--- src/rtl/alu_ctrl_pkg.sv ---
`default_nettype none
//------------------------------------------------------------------------------
// alu_ctrl_pkg : opcodes, FSM encoding and response record shared by the
//                ALU request scheduler.
// Revision     : 1.0
//------------------------------------------------------------------------------
package alu_ctrl_pkg;

   localparam int DATA_W = 4;
   localparam int MUL_W  = 8;

   localparam logic [3:0] OP_ADD  = 4'b0000;
   localparam logic [3:0] OP_SUB  = 4'b0001;
   localparam logic [3:0] OP_MUL  = 4'b0010;
   localparam logic [3:0] OP_DIV  = 4'b0011;
   localparam logic [3:0] OP_MOD  = 4'b0100;
   localparam logic [3:0] OP_SHR  = 4'b0101;
   localparam logic [3:0] OP_SHL  = 4'b0110;
   localparam logic [3:0] OP_ROR  = 4'b0111;
   localparam logic [3:0] OP_ROL  = 4'b1000;
   localparam logic [3:0] OP_OR   = 4'b1001;
   localparam logic [3:0] OP_AND  = 4'b1010;
   localparam logic [3:0] OP_XOR  = 4'b1011;
   localparam logic [3:0] OP_NOT  = 4'b1100;
   localparam logic [3:0] OP_NOR  = 4'b1101;
   localparam logic [3:0] OP_XNOR = 4'b1110;
   localparam logic [3:0] OP_NAND = 4'b1111;

   localparam logic [1:0] ST_IDLE = 2'd0;
   localparam logic [1:0] ST_EXEC = 2'd1;
   localparam logic [1:0] ST_RESP = 2'd2;

   typedef struct packed {
      logic              id;
      logic [DATA_W-1:0] c;
      logic              carry;
      logic [MUL_W-1:0]  mul;
      logic              err;
   } rsp_t;

   function automatic logic is_div_zero(input logic [DATA_W-1:0] sel,
                                        input logic [DATA_W-1:0] b);
      return ((sel == OP_DIV) || (sel == OP_MOD)) && (b == '0);
   endfunction

endpackage
`default_nettype wire

--- src/rtl/alu_req_scheduler_if.sv ---
`default_nettype none
//------------------------------------------------------------------------------
// alu_req_scheduler_if : two request channels, the shared-ALU port and the
//                        response channel of the scheduler.
// Revision             : 1.0
//------------------------------------------------------------------------------
interface alu_req_scheduler_if;
   import alu_ctrl_pkg::*;

   logic              req0_valid;
   logic              req0_ready;
   logic [DATA_W-1:0] req0_sel;
   logic [DATA_W-1:0] req0_a;
   logic [DATA_W-1:0] req0_b;

   logic              req1_valid;
   logic              req1_ready;
   logic [DATA_W-1:0] req1_sel;
   logic [DATA_W-1:0] req1_a;
   logic [DATA_W-1:0] req1_b;

   logic [DATA_W-1:0] alu_a;
   logic [DATA_W-1:0] alu_b;
   logic [DATA_W-1:0] alu_sel;
   logic [DATA_W-1:0] alu_c;
   logic              alu_carry;
   logic [MUL_W-1:0]  alu_mul;

   logic              rsp_valid;
   logic              rsp_ready;
   logic              rsp_id;
   logic [DATA_W-1:0] rsp_c;
   logic              rsp_carry;
   logic [MUL_W-1:0]  rsp_mul;
   logic              rsp_err;

   // Requesters, ALU and response consumer
   modport master (
      output req0_valid, req0_sel, req0_a, req0_b,
      output req1_valid, req1_sel, req1_a, req1_b,
      input  req0_ready, req1_ready,
      input  alu_a, alu_b, alu_sel,
      output alu_c, alu_carry, alu_mul,
      input  rsp_valid, rsp_id, rsp_c, rsp_carry, rsp_mul, rsp_err,
      output rsp_ready
   );

   // Scheduler
   modport slave (
      input  req0_valid, req0_sel, req0_a, req0_b,
      input  req1_valid, req1_sel, req1_a, req1_b,
      output req0_ready, req1_ready,
      output alu_a, alu_b, alu_sel,
      input  alu_c, alu_carry, alu_mul,
      output rsp_valid, rsp_id, rsp_c, rsp_carry, rsp_mul, rsp_err,
      input  rsp_ready
   );

endinterface
`default_nettype wire

--- src/rtl/alu_rr_arb2.sv ---
`default_nettype none
//------------------------------------------------------------------------------
// alu_rr_arb2 : two-way round-robin arbiter with an internal favour pointer.
// Revision    : 1.0
//------------------------------------------------------------------------------
module alu_rr_arb2 (
   input  logic       clk,
   input  logic       rst_n,
   input  logic [1:0] valid,
   input  logic       advance,
   output logic [1:0] grant
);

   logic r_ptr;

   always_comb begin
      grant = 2'b00;
      if (!r_ptr) begin
         if (valid[0])      grant = 2'b01;
         else if (valid[1]) grant = 2'b10;
      end else begin
         if (valid[1])      grant = 2'b10;
         else if (valid[0]) grant = 2'b01;
      end
   end

   // After a grant the other requester becomes the favoured one
   always_ff @(posedge clk or negedge rst_n) begin
      if (!rst_n) begin
         r_ptr <= 1'b0;
      end else if (advance && (grant != 2'b00)) begin
         r_ptr <= grant[0];
      end
   end

endmodule
`default_nettype wire

--- src/rtl/alu_req_scheduler.sv ---
`default_nettype none
//------------------------------------------------------------------------------
// alu_req_scheduler : shares one combinational ALU between two requesters and
//                     returns tagged results on a valid/ready channel.
// Revision          : 1.0
//------------------------------------------------------------------------------
module alu_req_scheduler
   import alu_ctrl_pkg::*;
#(
   parameter int SETTLE_CYCLES = 1
) (
   input  logic                clk,
   input  logic                rst_n,
   alu_req_scheduler_if.slave  bus
);

   localparam int c_cnt_w = (SETTLE_CYCLES > 1) ? $clog2(SETTLE_CYCLES) : 1;
   localparam logic [c_cnt_w-1:0] c_cnt_load = c_cnt_w'(SETTLE_CYCLES - 1);

   logic [1:0]        r_state;
   logic [DATA_W-1:0] r_sel;
   logic [DATA_W-1:0] r_a;
   logic [DATA_W-1:0] r_b;
   logic              r_id;
   logic [c_cnt_w-1:0] r_cnt;
   rsp_t              r_rsp;

   logic [1:0]        w_grant;
   logic              w_accept;
   rsp_t              w_capture;

   alu_rr_arb2 u_arb (
      .clk     (clk),
      .rst_n   (rst_n),
      .valid   ({bus.req1_valid, bus.req0_valid}),
      .advance (w_accept),
      .grant   (w_grant)
   );

   always_comb begin
      bus.req0_ready = (r_state == ST_IDLE) && w_grant[0];
      bus.req1_ready = (r_state == ST_IDLE) && w_grant[1];
      w_accept       = (r_state == ST_IDLE) && (w_grant != 2'b00);
   end

   // Carry and product are gated by opcode: the ALU leaves them stale otherwise
   always_comb begin
      w_capture.id    = r_id;
      w_capture.err   = is_div_zero(r_sel, r_b);
      w_capture.c     = w_capture.err ? '0 : bus.alu_c;
      w_capture.carry = (r_sel == OP_ADD) ? bus.alu_carry : 1'b0;
      w_capture.mul   = (r_sel == OP_MUL) ? bus.alu_mul : '0;
   end

   always_ff @(posedge clk or negedge rst_n) begin
      if (!rst_n) begin
         r_state <= ST_IDLE;
         r_sel   <= '0;
         r_a     <= '0;
         r_b     <= '0;
         r_id    <= 1'b0;
         r_cnt   <= '0;
         r_rsp   <= '0;
      end else begin
         case (r_state)
            ST_IDLE: begin
               if (w_accept) begin
                  r_sel   <= w_grant[1] ? bus.req1_sel : bus.req0_sel;
                  r_a     <= w_grant[1] ? bus.req1_a   : bus.req0_a;
                  r_b     <= w_grant[1] ? bus.req1_b   : bus.req0_b;
                  r_id    <= w_grant[1];
                  r_cnt   <= c_cnt_load;
                  r_state <= ST_EXEC;
               end
            end
            ST_EXEC: begin
               if (r_cnt == '0) begin
                  r_rsp   <= w_capture;
                  r_state <= ST_RESP;
               end else begin
                  r_cnt <= r_cnt - c_cnt_w'(1);
               end
            end
            ST_RESP: begin
               if (bus.rsp_ready) begin
                  r_state <= ST_IDLE;
               end
            end
            default: r_state <= ST_IDLE;
         endcase
      end
   end

   // Operand registers also drive the ALU in IDLE so its inputs do not toggle
   assign bus.alu_a     = r_a;
   assign bus.alu_b     = r_b;
   assign bus.alu_sel   = r_sel;

   assign bus.rsp_valid = (r_state == ST_RESP);
   assign bus.rsp_id    = r_rsp.id;
   assign bus.rsp_c     = r_rsp.c;
   assign bus.rsp_carry = r_rsp.carry;
   assign bus.rsp_mul   = r_rsp.mul;
   assign bus.rsp_err   = r_rsp.err;

endmodule
`default_nettype wire

--- src/flat_wrapper.sv ---
// flat-port wrapper written by rule: the top's interface ports become plain ports
module alu_req_scheduler_flat import alu_ctrl_pkg::*;
#(
   parameter int SETTLE_CYCLES = 1
)
  (clk, rst_n, bus_req0_valid, bus_req0_sel, bus_req0_a, bus_req0_b, bus_req1_valid, bus_req1_sel, bus_req1_a, bus_req1_b, bus_req0_ready, bus_req1_ready, bus_alu_a, bus_alu_b, bus_alu_sel, bus_alu_c, bus_alu_carry, bus_alu_mul, bus_rsp_valid, bus_rsp_id, bus_rsp_c, bus_rsp_carry, bus_rsp_mul, bus_rsp_err, bus_rsp_ready);
  alu_req_scheduler_if bus_i ();
  input  logic clk;
  input  logic rst_n;
  input wire logic [$bits(bus_i.req0_valid)-1:0] bus_req0_valid;
  input wire logic [$bits(bus_i.req0_sel)-1:0] bus_req0_sel;
  input wire logic [$bits(bus_i.req0_a)-1:0] bus_req0_a;
  input wire logic [$bits(bus_i.req0_b)-1:0] bus_req0_b;
  input wire logic [$bits(bus_i.req1_valid)-1:0] bus_req1_valid;
  input wire logic [$bits(bus_i.req1_sel)-1:0] bus_req1_sel;
  input wire logic [$bits(bus_i.req1_a)-1:0] bus_req1_a;
  input wire logic [$bits(bus_i.req1_b)-1:0] bus_req1_b;
  output wire logic [$bits(bus_i.req0_ready)-1:0] bus_req0_ready;
  output wire logic [$bits(bus_i.req1_ready)-1:0] bus_req1_ready;
  output wire logic [$bits(bus_i.alu_a)-1:0] bus_alu_a;
  output wire logic [$bits(bus_i.alu_b)-1:0] bus_alu_b;
  output wire logic [$bits(bus_i.alu_sel)-1:0] bus_alu_sel;
  input wire logic [$bits(bus_i.alu_c)-1:0] bus_alu_c;
  input wire logic [$bits(bus_i.alu_carry)-1:0] bus_alu_carry;
  input wire logic [$bits(bus_i.alu_mul)-1:0] bus_alu_mul;
  output wire logic [$bits(bus_i.rsp_valid)-1:0] bus_rsp_valid;
  output wire logic [$bits(bus_i.rsp_id)-1:0] bus_rsp_id;
  output wire logic [$bits(bus_i.rsp_c)-1:0] bus_rsp_c;
  output wire logic [$bits(bus_i.rsp_carry)-1:0] bus_rsp_carry;
  output wire logic [$bits(bus_i.rsp_mul)-1:0] bus_rsp_mul;
  output wire logic [$bits(bus_i.rsp_err)-1:0] bus_rsp_err;
  input wire logic [$bits(bus_i.rsp_ready)-1:0] bus_rsp_ready;
  assign bus_i.req0_valid = bus_req0_valid;
  assign bus_i.req0_sel = bus_req0_sel;
  assign bus_i.req0_a = bus_req0_a;
  assign bus_i.req0_b = bus_req0_b;
  assign bus_i.req1_valid = bus_req1_valid;
  assign bus_i.req1_sel = bus_req1_sel;
  assign bus_i.req1_a = bus_req1_a;
  assign bus_i.req1_b = bus_req1_b;
  assign bus_req0_ready = bus_i.req0_ready;
  assign bus_req1_ready = bus_i.req1_ready;
  assign bus_alu_a = bus_i.alu_a;
  assign bus_alu_b = bus_i.alu_b;
  assign bus_alu_sel = bus_i.alu_sel;
  assign bus_i.alu_c = bus_alu_c;
  assign bus_i.alu_carry = bus_alu_carry;
  assign bus_i.alu_mul = bus_alu_mul;
  assign bus_rsp_valid = bus_i.rsp_valid;
  assign bus_rsp_id = bus_i.rsp_id;
  assign bus_rsp_c = bus_i.rsp_c;
  assign bus_rsp_carry = bus_i.rsp_carry;
  assign bus_rsp_mul = bus_i.rsp_mul;
  assign bus_rsp_err = bus_i.rsp_err;
  assign bus_i.rsp_ready = bus_rsp_ready;
  alu_req_scheduler #(.SETTLE_CYCLES(SETTLE_CYCLES)) u_core (.clk(clk), .rst_n(rst_n), .bus(bus_i));
endmodule
--- config.mk ---
export PLATFORM = sky130hd
export DESIGN_NAME = alu_req_scheduler_flat
export DESIGN_NICKNAME = d
export VERILOG_FILES = /design/src/rtl/alu_ctrl_pkg.sv /design/src/rtl/alu_req_scheduler_if.sv /design/src/rtl/alu_rr_arb2.sv /design/src/rtl/alu_req_scheduler.sv /design/src/flat_wrapper.sv
export SDC_FILE = /design/constraint.sdc
export NUM_CORES = 1
export LEC_CHECK = 0
export CORE_ASPECT_RATIO = 1.25
export CORE_MARGIN = 10
export CORE_UTILIZATION = 42
export DETAILED_ROUTE_END_ITERATION = 10
export PLACE_DENSITY = 0.84
export SLEW_MARGIN = 15
export SYNTH_ARGS = -nofsm -noshare
export SYNTH_HDL_FRONTEND = slang
export SYNTH_SLANG_ARGS = --single-unit
--- constraint.sdc ---
create_clock -name clk -period 2.15 [get_ports clk]
set_input_delay 0.43 -clock clk [delete_from_list [all_inputs] [get_ports clk]]
set_output_delay 0.43 -clock clk [all_outputs]
set_load 0.01 [all_outputs]
# Word level (Yosys, flattened, before mapping)

Cells that the tools add are included.

Flip-flop bits (word level): 32
Input bits: 42

$add $sub $neg: 1
Equal/unequal tests: 8
Muxes and demuxes: 18
Bitwise gates (word level): 1
Reduce and logical (&&, ||, !) cells: 15

Operator list:

| cell                | count |
|---|---|
| $mux 4              | 4 |
| $mux 2              | 7 |
| $eq 4x2->1 const B  | 2 |
| $logic_not 4->1     | 2 |
| $mux 8              | 1 |
| $pmux 2 s3          | 1 |
| $reduce_and 2->1    | 3 |
| $logic_and 1x1->1   | 5 |
| $eq 4x3->1 const B  | 1 |
| $mux 1              | 4 |
| $ne 2x2->1 const B  | 2 |
| $reduce_bool 2->1   | 2 |
| $reduce_and 3->1    | 1 |
| $eq 2x1->1 const B  | 1 |
| $eq 2x2->1 const B  | 1 |
| $logic_not 2->1     | 1 |
| $ne 2x1->1 const B  | 1 |
| $pmux 1 s2          | 1 |
| $logic_or 1x1->1    | 1 |
| $not 1->1           | 1 |
| $sub 1x1->1 const B | 1 |

# Logic depth before layout (Yosys ltp)

Depth after elaboration: 7
Mapped depth: 5

# Modules after synthesis

A second synthesis with hierarchy kept.

Cell total of the unflattened synthesis: 105
Area, all modules: 1402.6 um2

Modules (own cells, without submodules):

| module            | instances | cells an instance | area an instance (um2) |
|---|---|---|---|
| alu_req_scheduler | 1         | 99                | 1347.5 |
| alu_rr_arb2       | 1         | 6                 | 55.1 |

# Worst setup path after synthesis

No wires, ideal clock.

Path kind: register to output
Start point: register u_core.r_state[1]
End point: output bus_req1_ready
Arrival time: 1.138 ns
Path slack: 0.582 ns
Stages on the path, launching flop included: 4
Buffers on the path: 1
Path through: dfrtp_1 nor2_1 buf_2 and3_1

Longest elaborated chain between the ends: 2

RTL lines:

| item                   | RTL line                | RTL |
|---|---|---|
| from (decl)            | alu_req_scheduler.sv:20 | `logic [1:0] r_state;` |
| from (signal assigned) | alu_req_scheduler.sv:57 | `r_state <= ST_IDLE;` |
| from (signal assigned) | alu_req_scheduler.sv:73 | `r_state <= ST_EXEC;` |
| from (signal assigned) | alu_req_scheduler.sv:79 | `r_state <= ST_RESP;` |
| $logic_not 2->1        | alu_req_scheduler.sv:42 | `bus.req1_ready = (r_state == ST_IDLE) && w_grant[1];` |
| $logic_and 1x1->1      | alu_req_scheduler.sv:42 |  |
| to (decl)              | flat_wrapper.sv:19      | `output wire logic [$bits(bus_i.req1_ready)-1:0] bus_req1_ready;` |

Every way passes these cells.

# Worst setup path in the final report

Start point: register u_core.r_state[0]
End point: output bus_rsp_valid

Longest elaborated chain between the ends: 1

RTL lines:

| item       | RTL line                | RTL |
|---|---|---|
| $eq 2x2->1 | alu_req_scheduler.sv:99 | `assign bus.rsp_valid = (r_state == ST_RESP);` |
| to (decl)  | flat_wrapper.sv:26      | `output wire logic [$bits(bus_i.rsp_valid)-1:0] bus_rsp_valid;` |

Every way passes these cells.

==> flow_metrics.py <==
metrics = {
    "outcome": {
        "run_status": "complete, no violations",
    },
    "drt": {
        "drtIter0Drc": 46,
        "drc_errors": 0,
        "wl_per_cell_um": 17.7,
        "vias": 1434,
        "firstDrtPassIters": 4,
        "drt_wl_total_um": 4540,
        "viasPerCell": 5.60,
        "postRouteAntennaNets": 0,
    },
    "timing": {
        "slew_violations": 0,
        "worst_pin_slew_ns": 0.471,
        "relSlewSlack_pct": 68.5,
        "max_freq_mhz": 521,
        "post-route-period-util_pct": 89.3,
        "min_period_ns": 1.92,
        "final-hold-violation-count": 0,
        "rsz0062_at_grt": "no",
        "final.setup_skew_ns": 0.00656,
        "finalSetupTns_ns": 0,
        "setup_viol": 0,
    },
    "synthesis": {
        "synth_ff_type": "dfrtp_1",
        "synthesis.nets": 183,
        "synth_top_area_share_pct": 55.2,
        "async_reset_ff_share_pct": 100,
        "yosysSeqAreaShare_pct": 55.2,
        "synth_top_area_cell": "dfrtp_1",
        "synthesis.area_um2": 1410,
        "synth_cells": 141,
        "ys_types": 25,
        "ys.warnings.count": 0,
        "synth-edff-count": 0,
        "yosys-top-cells-area": "dfrtp_1 55%, a31oi_1 5.8%, a21oi_1 5.0%",
        "synth-seq-cells": 31,
        "synth_area_per_cell_um2": 9.97,
    },
    "place": {
        "dp_hpwl_um": 3500,
        "place_congestion": 0.853,
        "port_buffers": 71,
    },
    "layout": {
        "num_antenna_cells": 0,
        "final_cell_mix": "69 x clkdlybuf4s50_1, 31 x dfrtp_1, 14 x a21oi_1",
        "fin_nets": 260,
        "final_common_cell": "clkdlybuf4s50_1",
        "syn_to_final_growth_pct": 63.1,
        "drive_gt1_share_pct": 9.59,
    },
    "worst_setup_path": {
        "arrival_ns": 1.49,
        "setup.worst_path.class": "register to output pin",
        "critPathRequiredTime_ns": 1.72,
        "critPathMaxFanout": 4,
        "cp-start-kind": "register",
        "end_kind": "output pin",
    },
    "clocking": {
        "cts-htree-levels": 2,
        "ctsHoldBuffers": 0,
        "clk_pin_slew_ns": 0.06,
        "clkLatencyLatePin_ns": 0.28,
        "cts-root-buf": "clkbuf_8",
        "cts.sinks": 31,
        "clock_path_buffers": 2,
        "numCtsBuffers": 5,
        "cts_tree": "built",
    },
    "floorplan": {
        "die_width_um": 71.7,
        "die_height_um": 84.7,
        "start_util_pct": 43.6,
        "io_pins": 72,
        "rows": 23,
        "die_area_um2": 6070,
        "coreArea_um2": 3220,
    },
    "global_routing": {
        "grt_pass1_vias": 1538,
        "track_usage_pct": 15.1,
        "antenna_found_initial": 0,
        "gr-total-overflow": 0,
        "grt_max_degree": 32,
        "grt_pass1_wl_um": 7390,
    },
    "flow_run": {
        "cap_viol_max_count": 0,
    },
    "power_and_ir_drop": {
        "cellLeakagePower_nw": 0.989,
        "max-vdd-ir-drop_v": 0.000841,
        "power_w": 0.00283,
        "p_per_area_nw_per_um2": 1230,
    },
    "min_path": {
        "hold_class": "register to register",
    },
}
[state kept, by name, indices dropped and copies added, names as in the netlist]
name / count
u_core.bus.alu_b: 4
u_core.bus.rsp_carry: 1
u_core.bus.rsp_id: 1
u_core.bus.rsp_mul: 8
u_core.r_id: 1
u_core.r_state: 2
u_core.bus.rsp_c: 4
u_core.bus.alu_a: 4
u_core.bus.rsp_err: 1
u_core.u_arb.r_ptr: 1
u_core.bus.alu_sel: 4
[cells by family after synthesis]
| family | after synthesis | synth area share [%] |
|---|---|---|
| AOI/OAI and AO/OA | 50 | 22.9 |
| buffers and inverters | 13 | 4.63 |
| DFF | 31 | 55.2 |
| and+or+nand+nor | 47 | 17.3 |
[worst max-delay path, cell delays in order (launching register included)]
cell and delay (ns):
dfrtp_1 0.43, nand2b_1 0.19, inv_1 0.06, clkdlybuf4s50_1 0.53
[per-layer routing]
metal  vias up  share of wire (%)  global-route usage, %
li1        670                  -                      -
met1       691                 35                   14.6
met2        67                 49                   24.9
met3         6                 14                   9.89
met4         0                1.6                   5.82
met5         -                  0                      0
[cell usage after synthesis (4+ instances only)]
master and n:
a22o_1 8, nor3_1 5, buf_2 4, nand3_1 12, clkbuf_1 5, a31oi_1 13
nor2_1 10, nand2_1 6, o21ai_0 13, a21oi_1 14, dfrtp_1 31
[final timing paths]
check                                       end  slack (ns)  cells after the start                  start
max                               bus_rsp_valid        0.23                      3      u_core.r_state[0]
min                        u_core.bus.rsp_carry        0.48                      2   u_core.bus.rsp_carry
max reg2reg                 u_core.bus.rsp_c[0]        0.57                      3  u_core.bus.alu_sel[1]
min reg2reg                u_core.bus.rsp_carry        0.48                      2   u_core.bus.rsp_carry
max in group asynchronous   u_core.bus.rsp_c[0]        1.33                      2                  rst_n
min in group asynchronous   u_core.bus.alu_a[0]        0.53                      2                  rst_n
[report_power, final]
part	internal (W)	switching (W)
combinational	0.000698	0.000624
clock	0.000292	0.000205
sequential	0.000813	0.000193
[through the flow]
stage,area [µm²],hold slack [ns],setup slack [ns],util (%),cells
after floorplan,1410,0.134,0.582,-,141
after global placement,2160,0.450,0.0825,67.2,246
after detailed placement,2160,0.470,0.0262,67.2,246
after CTS,2270,0.484,0.000651,70.5,254
after global routing,2290,0.514,0.175,71.1,256
final,2290,0.482,0.229,71.1,256
[area by class of cell]
type	count	area, µm²
Timing Repair Buffer	81	791
Fill cell	259	931
Inverter	2	7.51
Tap cell	37	46.3
Sequential cell	31	776
Clock buffer	8	100
Multi-Input combinational cell	97	572
[timing repair]
action / 4_1_cts / 5_1_grt
resized for setup: 2 / 2
pin swaps: 0 / 1
cloned: 0 / 0
setup buffers: 0 / 2
setup endpoints to repair: 2 / 2
No activity file was read; power rests on OpenSTA's default activity.
